## src/rtl/iiitb_cg_pkg.sv

```systemverilog
// Shared types for the clock-gate controller: channel FSM states and channel count.
package iiitb_cg_pkg;

    // Per-channel gating state: OFF (gated), WAKE (ICG enabled, clock settling),
    // ON (clock stable, ack high), IDLE (still enabled, counting down to OFF).
    typedef enum logic [1:0] {
        CG_OFF  = 2'd0,
        CG_WAKE = 2'd1,
        CG_ON   = 2'd2,
        CG_IDLE = 2'd3
    } cg_state_t;

    localparam int NUM_CH = 2;

endpackage

```

## src/rtl/iiitb_cg_chan.sv

```systemverilog
// One gated register group: OFF/WAKE/ON/IDLE FSM with saturating wake and idle
// counters and registered en/ack decodes. The current state is exported on
// `state` for the parent arbiter and for observation.
// Optional: IIITB_CG_STATS_EN adds gated_cnt, counting cycles with en low.
module iiitb_cg_chan
    import iiitb_cg_pkg::*;
#(
    parameter int IDLE_CYCLES = 4,
    parameter int WAKE_CYCLES = 2,
    parameter int CNT_W       = 16
) (
    input  logic      clk,
    input  logic      rst,
    input  logic      req,
    input  logic      grant,
    input  logic      test_en,
    output logic      en,
    output logic      ack,
    output logic      wake_hold,
    output cg_state_t state
`ifdef IIITB_CG_STATS_EN
    ,
    output logic [CNT_W-1:0] gated_cnt
`endif
);

    localparam logic [3:0] WAKE_LAST = 4'(WAKE_CYCLES - 1);
    localparam logic [7:0] IDLE_LAST = 8'(IDLE_CYCLES - 1);

    cg_state_t  state_nx;
    logic [3:0] wcnt, wcnt_nx;
    logic [7:0] icnt, icnt_nx;
    logic       en_r, ack_r;
    logic       wake_done;

    assign wake_done = (state == CG_WAKE) && (wcnt >= WAKE_LAST);
    // Still occupying the wake slot after this edge; the arbiter may hand the
    // slot to the other channel on the very edge this one leaves WAKE.
    assign wake_hold = (state == CG_WAKE) && !wake_done;

    // Next-state and counter logic; counters saturate instead of wrapping.
    always_comb begin
        state_nx = state;
        wcnt_nx  = wcnt;
        icnt_nx  = icnt;
        unique case (state)
            CG_OFF: begin
                if (req && grant) begin
                    state_nx = CG_WAKE;
                    wcnt_nx  = '0;
                end
            end
            CG_WAKE: begin
                // req is ignored here: a started wake always completes.
                if (wake_done)
                    state_nx = CG_ON;
                else if (wcnt != 4'hF)
                    wcnt_nx = wcnt + 4'd1;
            end
            CG_ON: begin
                if (!req) begin
                    state_nx = CG_IDLE;
                    icnt_nx  = '0;
                end
            end
            CG_IDLE: begin
                if (req)
                    state_nx = CG_ON;
                else if (icnt >= IDLE_LAST)
                    state_nx = CG_OFF;
                else if (icnt != 8'hFF)
                    icnt_nx = icnt + 8'd1;
            end
            default: state_nx = CG_OFF;
        endcase
    end

    // State, counters and registered output decodes.
    always_ff @(posedge clk or posedge rst) begin
        if (rst) begin
            state <= CG_OFF;
            wcnt  <= '0;
            icnt  <= '0;
            en_r  <= 1'b0;
            ack_r <= 1'b0;
        end else begin
            state <= state_nx;
            wcnt  <= wcnt_nx;
            icnt  <= icnt_nx;
            en_r  <= (state_nx != CG_OFF);
            ack_r <= (state_nx == CG_ON);
        end
    end

    // Scan override only touches the ICG enable, never the FSM.
    assign en  = en_r | test_en;
    assign ack = ack_r;

`ifdef IIITB_CG_STATS_EN
    // Count cycles during which this channel's clock is gated off.
    always_ff @(posedge clk or posedge rst) begin
        if (rst)
            gated_cnt <= '0;
        else if (!en && (gated_cnt != {CNT_W{1'b1}}))
            gated_cnt <= gated_cnt + CNT_W'(1);
    end
`endif

endmodule

```

## src/rtl/iiitb_cg_ctrl.sv

```systemverilog
// Two-channel clock-gate controller: per-channel FSMs plus a wake arbiter
// that lets only one channel be in WAKE at a time (inrush limit).
// Optional: IIITB_CG_STATS_EN exposes per-channel gated-cycle counters.
//
// Handshake: req[i] is a level request; the requester holds it high until
// ack[i] is seen. ack[i] high means the channel clock is stable and running.
// Dropping req after ack starts the idle countdown; raising it again before
// the countdown ends returns ack on the same edge without a new wake.
module iiitb_cg_ctrl
    import iiitb_cg_pkg::*;
#(
    parameter int IDLE_CYCLES = 4,
    parameter int WAKE_CYCLES = 2,
    parameter int CNT_W       = 16
) (
    input  logic       clk,
    input  logic       rst,
    input  logic [1:0] req,
    input  logic       test_en,
    output logic [1:0] en,
    output logic [1:0] ack,
    output logic       busy
`ifdef IIITB_CG_STATS_EN
    ,
    output logic [CNT_W-1:0] gated_cnt0,
    output logic [CNT_W-1:0] gated_cnt1
`endif
);

    logic [NUM_CH-1:0] want, hold, grant, in_wake;
    cg_state_t         ch_state [NUM_CH];
    logic              rr;
    logic              contend;
`ifdef IIITB_CG_STATS_EN
    logic [CNT_W-1:0]  gcnt [NUM_CH];
    assign gated_cnt0 = gcnt[0];
    assign gated_cnt1 = gcnt[1];
`endif

    for (genvar i = 0; i < NUM_CH; i++) begin : g_chan
        iiitb_cg_chan #(
            .IDLE_CYCLES(IDLE_CYCLES),
            .WAKE_CYCLES(WAKE_CYCLES),
            .CNT_W      (CNT_W)
        ) u_chan (
            .clk      (clk),
            .rst      (rst),
            .req      (req[i]),
            .grant    (grant[i]),
            .test_en  (test_en),
            .en       (en[i]),
            .ack      (ack[i]),
            .wake_hold(hold[i]),
            .state    (ch_state[i])
`ifdef IIITB_CG_STATS_EN
            ,
            .gated_cnt(gcnt[i])
`endif
        );
        assign want[i]    = req[i] && (ch_state[i] == CG_OFF);
        assign in_wake[i] = (ch_state[i] == CG_WAKE);
    end

    assign busy    = |in_wake;
    // Both channels asking from OFF on the same edge: the pointer decides.
    assign contend = want[0] & want[1];

    // Wake grant: blocked while the other channel keeps the wake slot;
    // on contention rr names the channel that wins.
    always_comb begin
        grant    = '0;
        grant[0] = want[0] & ~hold[1] & (~want[1] | ~rr);
        grant[1] = want[1] & ~hold[0] & (~want[0] |  rr);
    end

    // Round-robin pointer: after a contended grant it points at the loser.
    // Uncontended grants leave it alone so a waiting loser keeps priority.
    always_ff @(posedge clk or posedge rst) begin
        if (rst)
            rr <= 1'b0;
        else if (contend)
            rr <= ~rr;
    end

endmodule

```

## config.mk

```make
export PLATFORM = sky130hd
export DESIGN_NAME = iiitb_cg_ctrl
export DESIGN_NICKNAME = d
export VERILOG_FILES = /design/src/rtl/iiitb_cg_pkg.sv /design/src/rtl/iiitb_cg_chan.sv /design/src/rtl/iiitb_cg_ctrl.sv
export SDC_FILE = /design/constraint.sdc
export NUM_CORES = 1
export LEC_CHECK = 0
export CAP_MARGIN = 20
export CORE_UTILIZATION = 62
export CTS_CLUSTER_DIAMETER = 60
export DETAILED_ROUTE_END_ITERATION = 8
export PLACE_DENSITY = 0.83
export SYNTH_ARGS = -nofsm -noshare
export SYNTH_HDL_FRONTEND = slang
export SYNTH_SLANG_ARGS = --single-unit
export TNS_END_PERCENT = 20
```

## constraint.sdc

```tcl
create_clock -name clk -period 5.3 [get_ports clk]
set_clock_uncertainty 0.15 [all_clocks]
set_input_delay 1.06 -clock clk [delete_from_list [all_inputs] [get_ports clk]]
set_output_delay 1.06 -clock clk [all_outputs]
set_load 0.03 [all_outputs]
```

==> metrics.log, run 1 <==
[metrics] Filler cells: 195
[metrics] core area: 0.002455 sq mm
[metrics] Final Hold Vio Count: 0
[metrics] number of H-tree levels: 2
[metrics] placement-stage cell area: 0.001699 sq mm
[metrics] Via Count: 1034
[metrics] Skew-Pair Late Insertion Delay: 0.33 ns
[metrics] number of nets with antenna violations after routing: 0
[metrics] post-CTS setup repair buffer count: 0
[metrics] Avg Synthesized Cell Area: 11.17 sq um
[metrics] vias in the first global route: 1017
[metrics] VDD IR-drop max: 0.2933 mV
[metrics] Worst setup SP type: input port
[metrics] arrival time at the worst endpoint: 2.41 ns
[metrics] Crit path required time: 4.09 ns
[metrics] pins over their slew limit: 0
[metrics] Total Wirelength: 2823 um
[metrics] clock tree from TritonCTS: built
[metrics] summed area of non-filler cells in the final layout: 0.001754 sq mm
[metrics] Power, Total: 0.6817 mW
[metrics] main flop type after synthesis: sky130_fd_sc_hd__dfrtp_1
[metrics] Max Cap Viol: 0
[metrics] RSZ-0062 raised after global routing: no
[metrics] final-stage net count: 166
[metrics] cell leakage power: 0.8464 nW
[metrics] routability cong.: 0.7249
[metrics] fraction of layout cells with a size suffix above 1: 13.73%
[metrics] setup-violating endpoint count in the final report: 0
[metrics] clock period minus final worst setup slack: 3.622 ns
[metrics] result of the run: finished clean
[metrics] Die Area: 0.002803 sq mm
[metrics] Max Freq: 276.1 MHz
[metrics] number of distinct library cells after synthesis: 40
[metrics] drt initial violations: 20
[metrics] register bit count reported by yosys: 33
[metrics] Setup Total Neg Slack: 0 ns
[metrics] sort of element at the end of the critical path: output pin
[metrics] first-pass GRT wire length: 4560 um
[metrics] initial core utilization: 65.55%
[metrics] hold buffers post-CTS: 0
[metrics] count of buffers from port buffering: 9
[metrics] number of optimization iterations in the first detailed-route pass: 4
[metrics] fraction of synthesized cell area taken by the top area cell type: 51.32%
[metrics] Area growth syn-to-layout: 9.020%
[metrics] asr flop ratio synth: 100.0%
[metrics] clock transition at the registers of the reported paths: 0.10 ns
[metrics] CTS root buf: sky130_fd_sc_hd__clkbuf_4
[metrics] most frequent cell after synthesis: sky130_fd_sc_hd__dfrtp_1
[metrics] netlist area before placement: 0.001609 sq mm
[metrics] Slew Limit Headroom: 58.33%
[metrics] transition time at the pin with the least slew margin: 0.6164 ns
[metrics] part of the Yosys area used for sequential elements: 51.32%
[metrics] post-DR vias/cell: 5.650
[metrics] number of rows in the core area: 18
[metrics] Net Count, Synth: 157
[metrics] Avg WL per Cell: 15.43 um
[metrics] residual DRC count: 0
[metrics] Die Y-Extent: 52.95 um
[metrics] All-Layer GR Usage: 23.71%
[metrics] pin count of the biggest net entering global routing: 34
[metrics] synthesized instance count: 144
[metrics] leading post-synthesis cells by instance count: sky130_fd_sc_hd__dfrtp_1, sky130_fd_sc_hd__nor2b_1, sky130_fd_sc_hd__nor2_1, sky130_fd_sc_hd__inv_1
[metrics] startpoint-to-endpoint class of the critical path: in -> out
[metrics] number of placed I/O pins: 10
[metrics] largest area contributor in the netlist: sky130_fd_sc_hd__dfrtp_1
[metrics] number of warning messages in the yosys log: 0
[metrics] final global-route overflow total: 0
[metrics] Longest Clk Path Bufs: 2
[metrics] kind of path behind the tightest hold check: reg -> reg
[metrics] Num CTS Buffers: 5
[metrics] period utilization: 68.34%
[metrics] number of synthesized flops with an enable pin: 0
[metrics] estimated wirelength of the detail-placed design: 1991 um
[metrics] total number of clock tree sinks: 33
[metrics] antenna violations before repair: 0
[metrics] Diodes inserted: 0
[metrics] synth top area cells: sky130_fd_sc_hd__dfrtp_1, sky130_fd_sc_hd__ha_1, sky130_fd_sc_hd__nor2b_1, sky130_fd_sc_hd__mux2_4, sky130_fd_sc_hd__nor2_1
[metrics] PD cells: 388.6 mW/mm^2
[metrics] Worst Path Max Fanout: 2
[metrics] Resized Gates After CTS: 0
[metrics] width of the chip: 52.95 um
[registers in the layout (all words and copies together) (netlist names)]
signal / cells
rr: 1
g_chan.u_chan.ack: 2
g_chan.u_chan.state: 4
g_chan.u_chan.en_r: 2
g_chan.u_chan.icnt: 16
g_chan.u_chan.wcnt: 8
[through the flow]
| stage | utilization, % | cells | hold WS, ns | worst slack [ns] |
|---|---|---|---|---|
| final | 71.46 | 183 | 0.3452 | 1.678 |
| after CTS | 71.46 | 183 | 0.3484 | 1.664 |
| after detailed placement | 69.22 | 176 | 0.3349 | 1.669 |
| after floorplan | - | 144 | 0.3047 | 2.595 |
| after global routing | 71.46 | 183 | 0.3945 | 1.649 |
| after global placement | 69.22 | 176 | 0.3243 | 1.748 |
[worst paths after layout]
kind	startpoint	endpoint	slack [ns]	cells past startpoint
max	test_en	en[1]	1.68	3
min	rr	rr	0.35	1
max reg2reg	g_chan[1].u_chan.wcnt[0]	g_chan[0].u_chan.state[0]	3.05	6
min reg2reg	rr	rr	0.35	1
max in group asynchronous	rst	g_chan[0].u_chan.icnt[4]	3.73	3
min in group asynchronous	rst	g_chan[1].u_chan.icnt[0]	0.97	3
[report_power, final]
group	switching, mW	internal, mW
logic	0.0981	0.0949
clock network	0.0836	0.0626
registers	0.0486	0.294
total	0.230	0.451
[metal layers]
layer,GRT usage [%],vias up,wire length [um],share of wire (%)
met5,0,-,0,0
met4,11.84,0,63,2.2
met3,5.172,8,88,3.1
met2,37.13,21,1357,48
met1,30.74,500,1314,47
li1,-,505,-,-
[area by class of cell]
type	instances	area, sq um	share of cell area, %
well taps	30	37.54	2.140
multi-input cells	94	704.4	40.16
clock buffers	7	55.05	3.138
inverters	9	33.78	1.926
repair buffers	10	97.59	5.563
flip-flops and latches	33	825.8	47.08
[cells by family after synthesis]
group	synth area share, %
and+or+nand+nor	20.84
DFF	51.32
AOI/OAI and AO/OA	11.82
buffers and inverters	4.899
adders and majority gates	6.221
muxes	4.355
xor gates and xnor gates	0.5444
[cells in the final DEF, fill, tap and decap left out, types with 2 or more instances in the layout]
cell type and instances:
sky130_fd_sc_hd__nor3b_1 2, sky130_fd_sc_hd__and3_1 2, sky130_fd_sc_hd__nor2b_1 12, sky130_fd_sc_hd__mux2_4 4, sky130_fd_sc_hd__a21oi_1 4, sky130_fd_sc_hd__clkbuf_4 5, sky130_fd_sc_hd__nand2_1 8, sky130_fd_sc_hd__o21ai_0 6
sky130_fd_sc_hd__ha_1 8, sky130_fd_sc_hd__o211ai_1 2, sky130_fd_sc_hd__nand2b_1 5, sky130_fd_sc_hd__clkdlybuf4s50_1 9, sky130_fd_sc_hd__nor2_1 11, sky130_fd_sc_hd__o22ai_1 4, sky130_fd_sc_hd__or2_2 2, sky130_fd_sc_hd__inv_1 9
sky130_fd_sc_hd__dfrtp_1 33, sky130_fd_sc_hd__and2_1 3
[worst max-delay path: stages]
cell and delay (ns):
sky130_fd_sc_hd__clkdlybuf4s50_1 0.44, sky130_fd_sc_hd__or2_2 0.32, sky130_fd_sc_hd__clkdlybuf4s50_1 0.60
Power figures use the tool's default switching activity.
==> run 2, diff against run 1 <==
--- a/config.mk
+++ b/config.mk
@@ -6,10 +6,10 @@
 export NUM_CORES = 1
 export LEC_CHECK = 0
 export CAP_MARGIN = 20
-export CORE_UTILIZATION = 62
+export CORE_UTILIZATION = 52
 export CTS_CLUSTER_DIAMETER = 60
 export DETAILED_ROUTE_END_ITERATION = 8
-export PLACE_DENSITY = 0.83
+export PLACE_DENSITY = 0.74
 export SYNTH_ARGS = -nofsm -noshare
 export SYNTH_HDL_FRONTEND = slang
 export SYNTH_SLANG_ARGS = --single-unit
==> constraint.sdc (replaced) <==
create_clock -name clk -period 3.1 [get_ports clk]
set_clock_uncertainty 0.15 [all_clocks]
set_input_delay 0.62 -clock clk [delete_from_list [all_inputs] [get_ports clk]]
set_output_delay 0.62 -clock clk [all_outputs]
set_load 0.03 [all_outputs]
==> run 2 against run 1 <==
Effect of this change:
- highest routed layer unchanged
- register-to-register slack got worse by 2.2 ns
- worst hold slack improved by 0.0090 ns
- via count rose by 0.77%
- sequential power rose by 71%
- non-clock buffer count did not move
- the run now ends with DRC left
- utilization fell by 9.9 points
- largest cell class unchanged
- clock power rose by 63%
==> metrics.log, run 2 (synthesis results as in run 1) <==
[metrics] All-Layer GR Usage: 19.27% (-4.4 points)
[metrics] number of placed I/O pins: 10 (unchanged)
[metrics] FF+latch area: 825.8 sq um (unchanged)
[metrics] final global-route overflow total: 0 (unchanged)
[metrics] Worst Path Max Fanout: 2 (unchanged)
[metrics] post-route worst hold slack: 0.3542 ns (+0.009049 ns)
[metrics] transition time at the pin with the least slew margin: 0.6204 ns (+0.004057 ns)
[metrics] min setup slack post-route: 0.4311 ns (-1.247 ns)
[metrics] result of the run: finished, violations left
[metrics] Crit path required time: 2.33 ns (-1.76 ns)
[metrics] failing checks: DRC
[metrics] core area: 0.002853 sq mm (+16%)
[metrics] flip-flop count of the largest register, all copies and words added: 16 (unchanged)
[metrics] Power, Total: 1.149 mW (+69%)
[metrics] Placement Setup Slack: 0.4229 ns (-1.246 ns)
[metrics] Avg WL per Cell: 14.69 um (-4.8%)
[metrics] PD cells: 654.4 mW/mm^2 (+68%)
[metrics] most frequent standard cell in the layout excluding fill and tap cells: sky130_fd_sc_hd__dfrtp_1
[metrics] registers with the highest flip-flop counts: g_chan.u_chan.icnt (16), g_chan.u_chan.wcnt (8), g_chan.u_chan.state (4)
[metrics] Area growth syn-to-layout: 9.098% (about the same)
[metrics] startpoint-to-endpoint class of the critical path: in -> out
[metrics] number of H-tree levels: 2 (unchanged)
[metrics] Setup Total Neg Slack: 0 ns (unchanged)
[metrics] hold buffers post-CTS: 0 (unchanged)
[metrics] Num CTS Buffers: 5 (unchanged)
[metrics] period utilization: 86.09%
[metrics] post-DR vias/cell: 5.632 (-0.32%)
[metrics] setup-violating endpoint count in the final report: 0 (unchanged)
[metrics] Filler cells: 233 (+19%)
[metrics] final-stage net count: 166 (unchanged)
[metrics] cell leakage power: 0.8459 nW (about the same)
[metrics] cell internal power dissipation: 0.7492 mW (+66%)
[metrics] VDD IR-drop max: 0.2915 mV (-0.62%)
[metrics] arrival time at the worst endpoint: 1.90 ns (-0.51 ns)
[metrics] clock tree from TritonCTS: built
[metrics] drt initial violations: 36 (+80%)
[metrics] Max Freq: 374.7 MHz
[metrics] total number of clock tree sinks: 33 (unchanged)
[metrics] number of nets with antenna violations after routing: 0 (unchanged)
[metrics] Max Cap Viol: 0 (unchanged)
[metrics] relative contribution of the clock network to total power: 20.7% (-0.7 points)
[metrics] multi-input combinational cell area: 704.4 sq um (unchanged)
[metrics] number of optimization iterations in the first detailed-route pass: 6 (+2)
[metrics] Diodes inserted: 0 (unchanged)
[metrics] pin count of the biggest net entering global routing: 34 (unchanged)
[metrics] vias in the first global route: 988 (-2.9%)
[metrics] CTS root buf: sky130_fd_sc_hd__clkbuf_4
[metrics] Resized Gates After CTS: 0 (unchanged)
[metrics] share of power burned in registers: 51.0% (+0.8 points)
[metrics] post-CTS setup repair buffer count: 0 (unchanged)
[metrics] initial core utilization: 56.40% (-9.1 points)
[metrics] top library cells by usage in the layout, fill and taps aside: sky130_fd_sc_hd__dfrtp_1, sky130_fd_sc_hd__nor2b_1, sky130_fd_sc_hd__nor2_1
[metrics] Total Wirelength: 2718 um (-3.7%)
[metrics] critical hold path startpoint: rr
[metrics] width of the chip: 57.63 um (+8.8%)
[metrics] Slew Limit Headroom: 58.05% (-0.27 points)
[metrics] estimated wirelength of the detail-placed design: 1950 um (-2.0%)
[metrics] clock transition at the registers of the reported paths: 0.10 ns (about the same)
[metrics] Final Hold Vio Count: 0 (unchanged)
[metrics] kind of path behind the tightest hold check: reg -> reg
[metrics] largest register by flop count: g_chan.u_chan.icnt
[metrics] RSZ-0062 raised after global routing: no
[metrics] part of the power in combinational logic: 28.3% (about the same)
[metrics] sort of element at the end of the critical path: output pin
[metrics] antenna violations before repair: 0 (unchanged)
[metrics] Longest Clk Path Bufs: 2 (unchanged)
[metrics] Reg2Reg Launch Point: g_chan[1].u_chan.wcnt[0]
[metrics] Via Count: 1042 (+0.77%)
[metrics] Critical path origin: test_en
[metrics] clock period minus final worst setup slack: 2.669 ns
[metrics] Skew-Pair Late Insertion Delay: 0.34 ns (about the same)
[metrics] first-pass GRT wire length: 4636 um (+1.7%)
[metrics] switching power: 0.3996 mW (+74%)
[metrics] residual DRC count: 1 (+1)
[metrics] routability cong.: 0.7792 (+7.5%)
[metrics] number of rows in the core area: 19 (+1)
[metrics] Die Area: 0.003321 sq mm (+18%)
[metrics] Net Sw Frac: 34.78% (+1.0 points)
[metrics] Worst R2R Path Depth: 6 (unchanged)
[metrics] fraction of layout cells with a size suffix above 1: 14.94% (+1.2 points)
[metrics] pins over their slew limit: 0 (unchanged)
[metrics] instance count along the most critical hold path: 1 (unchanged)
[metrics] Die Y-Extent: 57.63 um (+8.8%)
[metrics] count of buffers from port buffering: 9 (unchanged)
[metrics] Worst setup SP type: input port
## run 2: cell types whose count changed in the layout (fill, tap and decap cells not counted), sizes merged
cell	previous run	this run
clkinv	0	2
clkbuf	7	5
clkinvlp	0	1
## run 2: power by group through the flow
| stage | registers (mW) | logic, mW | clock network [mW] |
|---|---|---|---|
| finish | 0.586 | 0.325 | 0.238 |
| global route | 0.600 | 0.362 | 0.265 |
| CTS | 0.586 | 0.329 | 0.246 |
| detailed placement | 0.594 | 0.327 | 0 |
| global placement | 0.589 | 0.312 | 0 |
| floorplan | 0.544 | 0.299 | 0 |
## run 2: final cells by class
cell class / count / share of cell area [%]
sequential: 33 / 47.04
multi-input combinational: 94 / 40.13
timing repair buffer: 10 / 5.560
tap: 31 / 2.210
clock buffer: 5 / 2.138
inverter: 9 / 1.924
clock inverter: 3 / 0.9979
## run 2: worst paths after layout
check | endpoint | slack (ns)
min reg2reg | rr | 0.35
min in group asynchronous | g_chan[1].u_chan.state[0] | 0.50
min | rr | 0.35
max in group asynchronous | g_chan[1].u_chan.icnt[1] | 2.01
max | en[0] | 0.43
max reg2reg | g_chan[0].u_chan.state[0] | 0.86
## run 2: metal layers
layer / GRT usage (%) / up-vias / share of wire, %
li1: - / 507 / -
met2: 27.57 / 12 / 47
met5: 0 / - / 0
met1: 25.74 / 517 / 47
met4: 9.756 / 0 / 1.7
met3: 7.143 / 6 / 3.8
## run 2: stage by stage
stage | instances | cell area (sq um) | utilization, %
CTS | 185 | 1755 | 61.54
floorplan | 144 | 1609 | -
detailed placement | 177 | 1700 | 59.61
global route | 185 | 1755 | 61.54
global placement | 177 | 1700 | 59.61
finish | 185 | 1755 | 61.54
## run 2: worst max-delay path, stage by stage
cell	delay [ns]
sky130_fd_sc_hd__clkdlybuf4s50_1	0.40
sky130_fd_sc_hd__or2_2	0.29
sky130_fd_sc_hd__clkdlybuf4s50_1	0.59
==> run 3, diff against run 2 <==
--- a/config.mk
+++ b/config.mk
@@ -9,6 +9,7 @@
 export CORE_UTILIZATION = 52
 export CTS_CLUSTER_DIAMETER = 60
 export DETAILED_ROUTE_END_ITERATION = 8
+export GPL_TIMING_DRIVEN = 0
 export PLACE_DENSITY = 0.74
 export SYNTH_ARGS = -nofsm -noshare
 export SYNTH_HDL_FRONTEND = slang
==> run 3 against run 2 <==
Effect of this change:
- the run still ends with DRC left
- utilization increased by 3.3 points
- critical path depth is 1 higher
- fmax down 5.1%
- worst hold slack gained 0.0024 ns
- critical endpoint unchanged
- highest routed layer unchanged
==> metrics.log, run 3 (synthesis results as in run 1) <==
[metrics] switching power: 0.4042 mW (+1.1%)
[metrics] clock period minus final worst setup slack: 2.813 ns (+0.1444 ns)
[metrics] VDD IR-drop max: 0.3252 mV (+12%)
[metrics] part of the power in combinational logic: 30.7% (+2.4 points)
[metrics] cell internal power dissipation: 0.8772 mW (+17%)
[metrics] sort of element at the end of the critical path: output pin
[metrics] flip-flop count of the largest register, all copies and words added: 16 (unchanged)
[metrics] RSZ-0062 raised after global routing: no
[metrics] vias in the first global route: 1134 (+15%)
[metrics] post-CTS setup repair buffer count: 0 (unchanged)
[metrics] failing checks: DRC
[metrics] period utilization: 90.75% (+4.7 points)
[metrics] drt initial violations: 24 (-33%)
[metrics] placement-stage cell area: 0.001765 sq mm (+3.8%)
[metrics] worst-path cell chain: clkdlybuf4s50_1 > or2_2 > buf_4 > clkdlybuf4s50_1
[metrics] arrival time at the worst endpoint: 2.04 ns (+0.14 ns)
[metrics] first-pass GRT wire length: 4968 um (+7.2%)
[metrics] CTS root buf: sky130_fd_sc_hd__clkbuf_4
[metrics] number of H-tree levels: 2 (unchanged)
[metrics] kind of path behind the tightest hold check: reg -> reg
[metrics] Resized Gates After CTS: 0 (unchanged)
[metrics] initial core utilization: 56.40% (unchanged)
[metrics] number of optimization iterations in the first detailed-route pass: 6 (unchanged)
[metrics] number of nets with antenna violations after routing: 0 (unchanged)
[metrics] Worst Path Max Fanout: 2 (unchanged)
[metrics] hold buffers post-CTS: 0 (unchanged)
[metrics] Final Hold Vio Count: 0 (unchanged)
[metrics] Die Y-Extent: 57.63 um (unchanged)
[metrics] registers with the highest flip-flop counts: g_chan.u_chan.icnt (16), g_chan.u_chan.wcnt (8), g_chan.u_chan.state (4)
[metrics] fraction of layout cells with a size suffix above 1: 16.05% (+1.1 points)
[metrics] Skew-Pair Late Insertion Delay: 0.34 ns (about the same)
[metrics] instance count along the most critical hold path: 1 (unchanged)
[metrics] Num CTS Buffers: 5 (unchanged)
[metrics] final global-route overflow total: 0 (unchanged)
[metrics] transition time at the pin with the least slew margin: 0.5792 ns (-0.04120 ns)
[metrics] summed area of non-filler cells in the final layout: 0.001851 sq mm (+5.4%)
[metrics] reg-to-reg setup timing slack: 0.91 ns (+0.05 ns)
[metrics] Die Area: 0.003321 sq mm (unchanged)
[metrics] pin count of the biggest net entering global routing: 26 (-24%)
[metrics] Avg WL per Cell: 14.75 um (+0.40%)
[metrics] FF+latch area: 825.8 sq um (unchanged)
[metrics] antenna violations before repair: 0 (unchanged)
[metrics] crit path max-delay cell type: sky130_fd_sc_hd__clkdlybuf4s50_1
[metrics] multi-input combinational cell area: 704.4 sq um (unchanged)
[metrics] Via Count: 1080 (+3.6%)
[metrics] PD cells: 692.5 mW/mm^2 (+5.8%)
[metrics] residual DRC count: 1 (unchanged)
[metrics] Longest Clk Path Bufs: 2 (unchanged)
[metrics] Diodes inserted: 0 (unchanged)
[metrics] final-stage net count: 174 (+4.8%)
[metrics] clock tree from TritonCTS: built
[metrics] hold endpoint: g_chan[0].u_chan.icnt[2]
[metrics] Max Freq: 355.5 MHz (-5.1%)
[metrics] Area growth syn-to-layout: 15.01%
[metrics] clock transition at the registers of the reported paths: 0.10 ns (about the same)
[metrics] core area: 0.002853 sq mm (unchanged)
[metrics] Placement Setup Slack: 0.2706 ns (-0.1523 ns)
[metrics] Net Sw Frac: 31.54% (-3.2 points)
[metrics] relative contribution of the clock network to total power: 26.4% (+5.7 points)
[metrics] Worst setup SP type: input port
[metrics] Total Wirelength: 2847 um (+4.7%)
[metrics] most frequent standard cell in the layout excluding fill and tap cells: sky130_fd_sc_hd__dfrtp_1
[metrics] top library cells by usage in the layout, fill and taps aside: sky130_fd_sc_hd__dfrtp_1, sky130_fd_sc_hd__nor2b_1, sky130_fd_sc_hd__nor2_1
[metrics] count of buffers from port buffering: 9 (unchanged)
[metrics] width of the chip: 57.63 um (unchanged)
[metrics] min setup slack post-route: 0.2867 ns (-0.1444 ns)
[metrics] cell leakage power: 0.8911 nW (+5.3%)
[metrics] Crit path required time: 2.33 ns (about the same)
[metrics] sum of buffers and inverters on the critical path: 3 (+1)
[metrics] Reg2Reg Launch Point: g_chan[1].u_chan.wcnt[0]
[metrics] share of power burned in registers: 42.9% (-8.1 points)
[metrics] setup-violating endpoint count in the final report: 0 (unchanged)
[metrics] share of the core filled with cells: 64.87% (+3.3 points)
[metrics] post-route worst hold slack: 0.3566 ns (+0.002365 ns)
[metrics] Worst path max stage delay: 0.58 ns (about the same)
[metrics] number of placed I/O pins: 10 (unchanged)
[metrics] estimated wirelength of the detail-placed design: 2132 um (+9.3%)
[metrics] Max Cap Viol: 0 (unchanged)
[metrics] pins over their slew limit: 0 (unchanged)
[metrics] worst reg2reg path endpoint: g_chan[0].u_chan.state[0]
[metrics] post-DR vias/cell: 5.596 (-0.65%)
[metrics] number of rows in the core area: 19 (unchanged)
[metrics] total number of clock tree sinks: 33 (unchanged)
[metrics] largest register by flop count: g_chan.u_chan.icnt
[metrics] routability cong.: 0.7796 (about the same)
[metrics] Slew Limit Headroom: 60.84% (+2.8 points)
[metrics] result of the run: finished, violations left
[metrics] CP top delay family: buffers and inverters
[metrics] Filler cells: 234 (+0.43%)
[metrics] critical hold path startpoint: g_chan[0].u_chan.icnt[2]
[metrics] Setup Total Neg Slack: 0 ns (unchanged)
[metrics] startpoint-to-endpoint class of the critical path: in -> out
[metrics] Worst R2R Path Depth: 6 (unchanged)
[metrics] Most Frequent Cell on Critical Path: sky130_fd_sc_hd__clkdlybuf4s50_1
[metrics] All-Layer GR Usage: 20.15% (+0.89 points)
[run 3: worst max path at each step]
stage / from / end / slack (ns) / cells after the start
3_3_place_gp: test_en / en[1] / 0.31 / 4
5_1_grt: g_chan[1].u_chan.state[0] / busy / 0.20 / 4
3_5_place_dp: test_en / en[0] / 0.27 / 4
4_1_cts: test_en / en[0] / 0.27 / 4
6_report: test_en / en[0] / 0.29 / 4
2_1_floorplan: g_chan[1].u_chan.icnt[0] / g_chan[1].u_chan.icnt[0] / 1.16 / 5
[run 3: power groups by stage]
| stage | Clock (mW) | Combinational, mW | Sequential (mW) |
|---|---|---|---|
| 2_1_floorplan | 0 | 0.299 | 0.544 |
| 3_3_place_gp | 0 | 0.369 | 0.553 |
| 3_5_place_dp | 0 | 0.395 | 0.557 |
| 4_1_cts | 0.352 | 0.397 | 0.550 |
| 5_1_grt | 0.364 | 0.442 | 0.559 |
| 6_report | 0.339 | 0.393 | 0.550 |
[run 3: metal layers]
metal	wire (um)	global-route usage (%)	share of wire [%]	vias up
li1	-	-	-	525
met1	1312	25.96	46	533
met2	1388	31.89	49	14
met3	98	5.580	3.4	8
met4	48	9.059	1.7	0
met5	0	0	0	-
[run 3: final cells by class]
type                    instances  share of cell area [%]
repair buffers                 10                   6.356
inverters                       9                   1.826
multi-input cells              94                   38.07
plain buffers                   8                   2.434
well taps                      31                   2.096
clock inverters                 1                   1.623
flip-flops and latches         33                   44.62
clock buffers                   7                   2.975
[run 3: per-stage QoR]
step,cells,total power [mW]
floorplan,144,0.8436
global placement,184,0.9217
detailed placement,185,0.9524
CTS,193,1.298
global route,193,1.364
finish,193,1.281
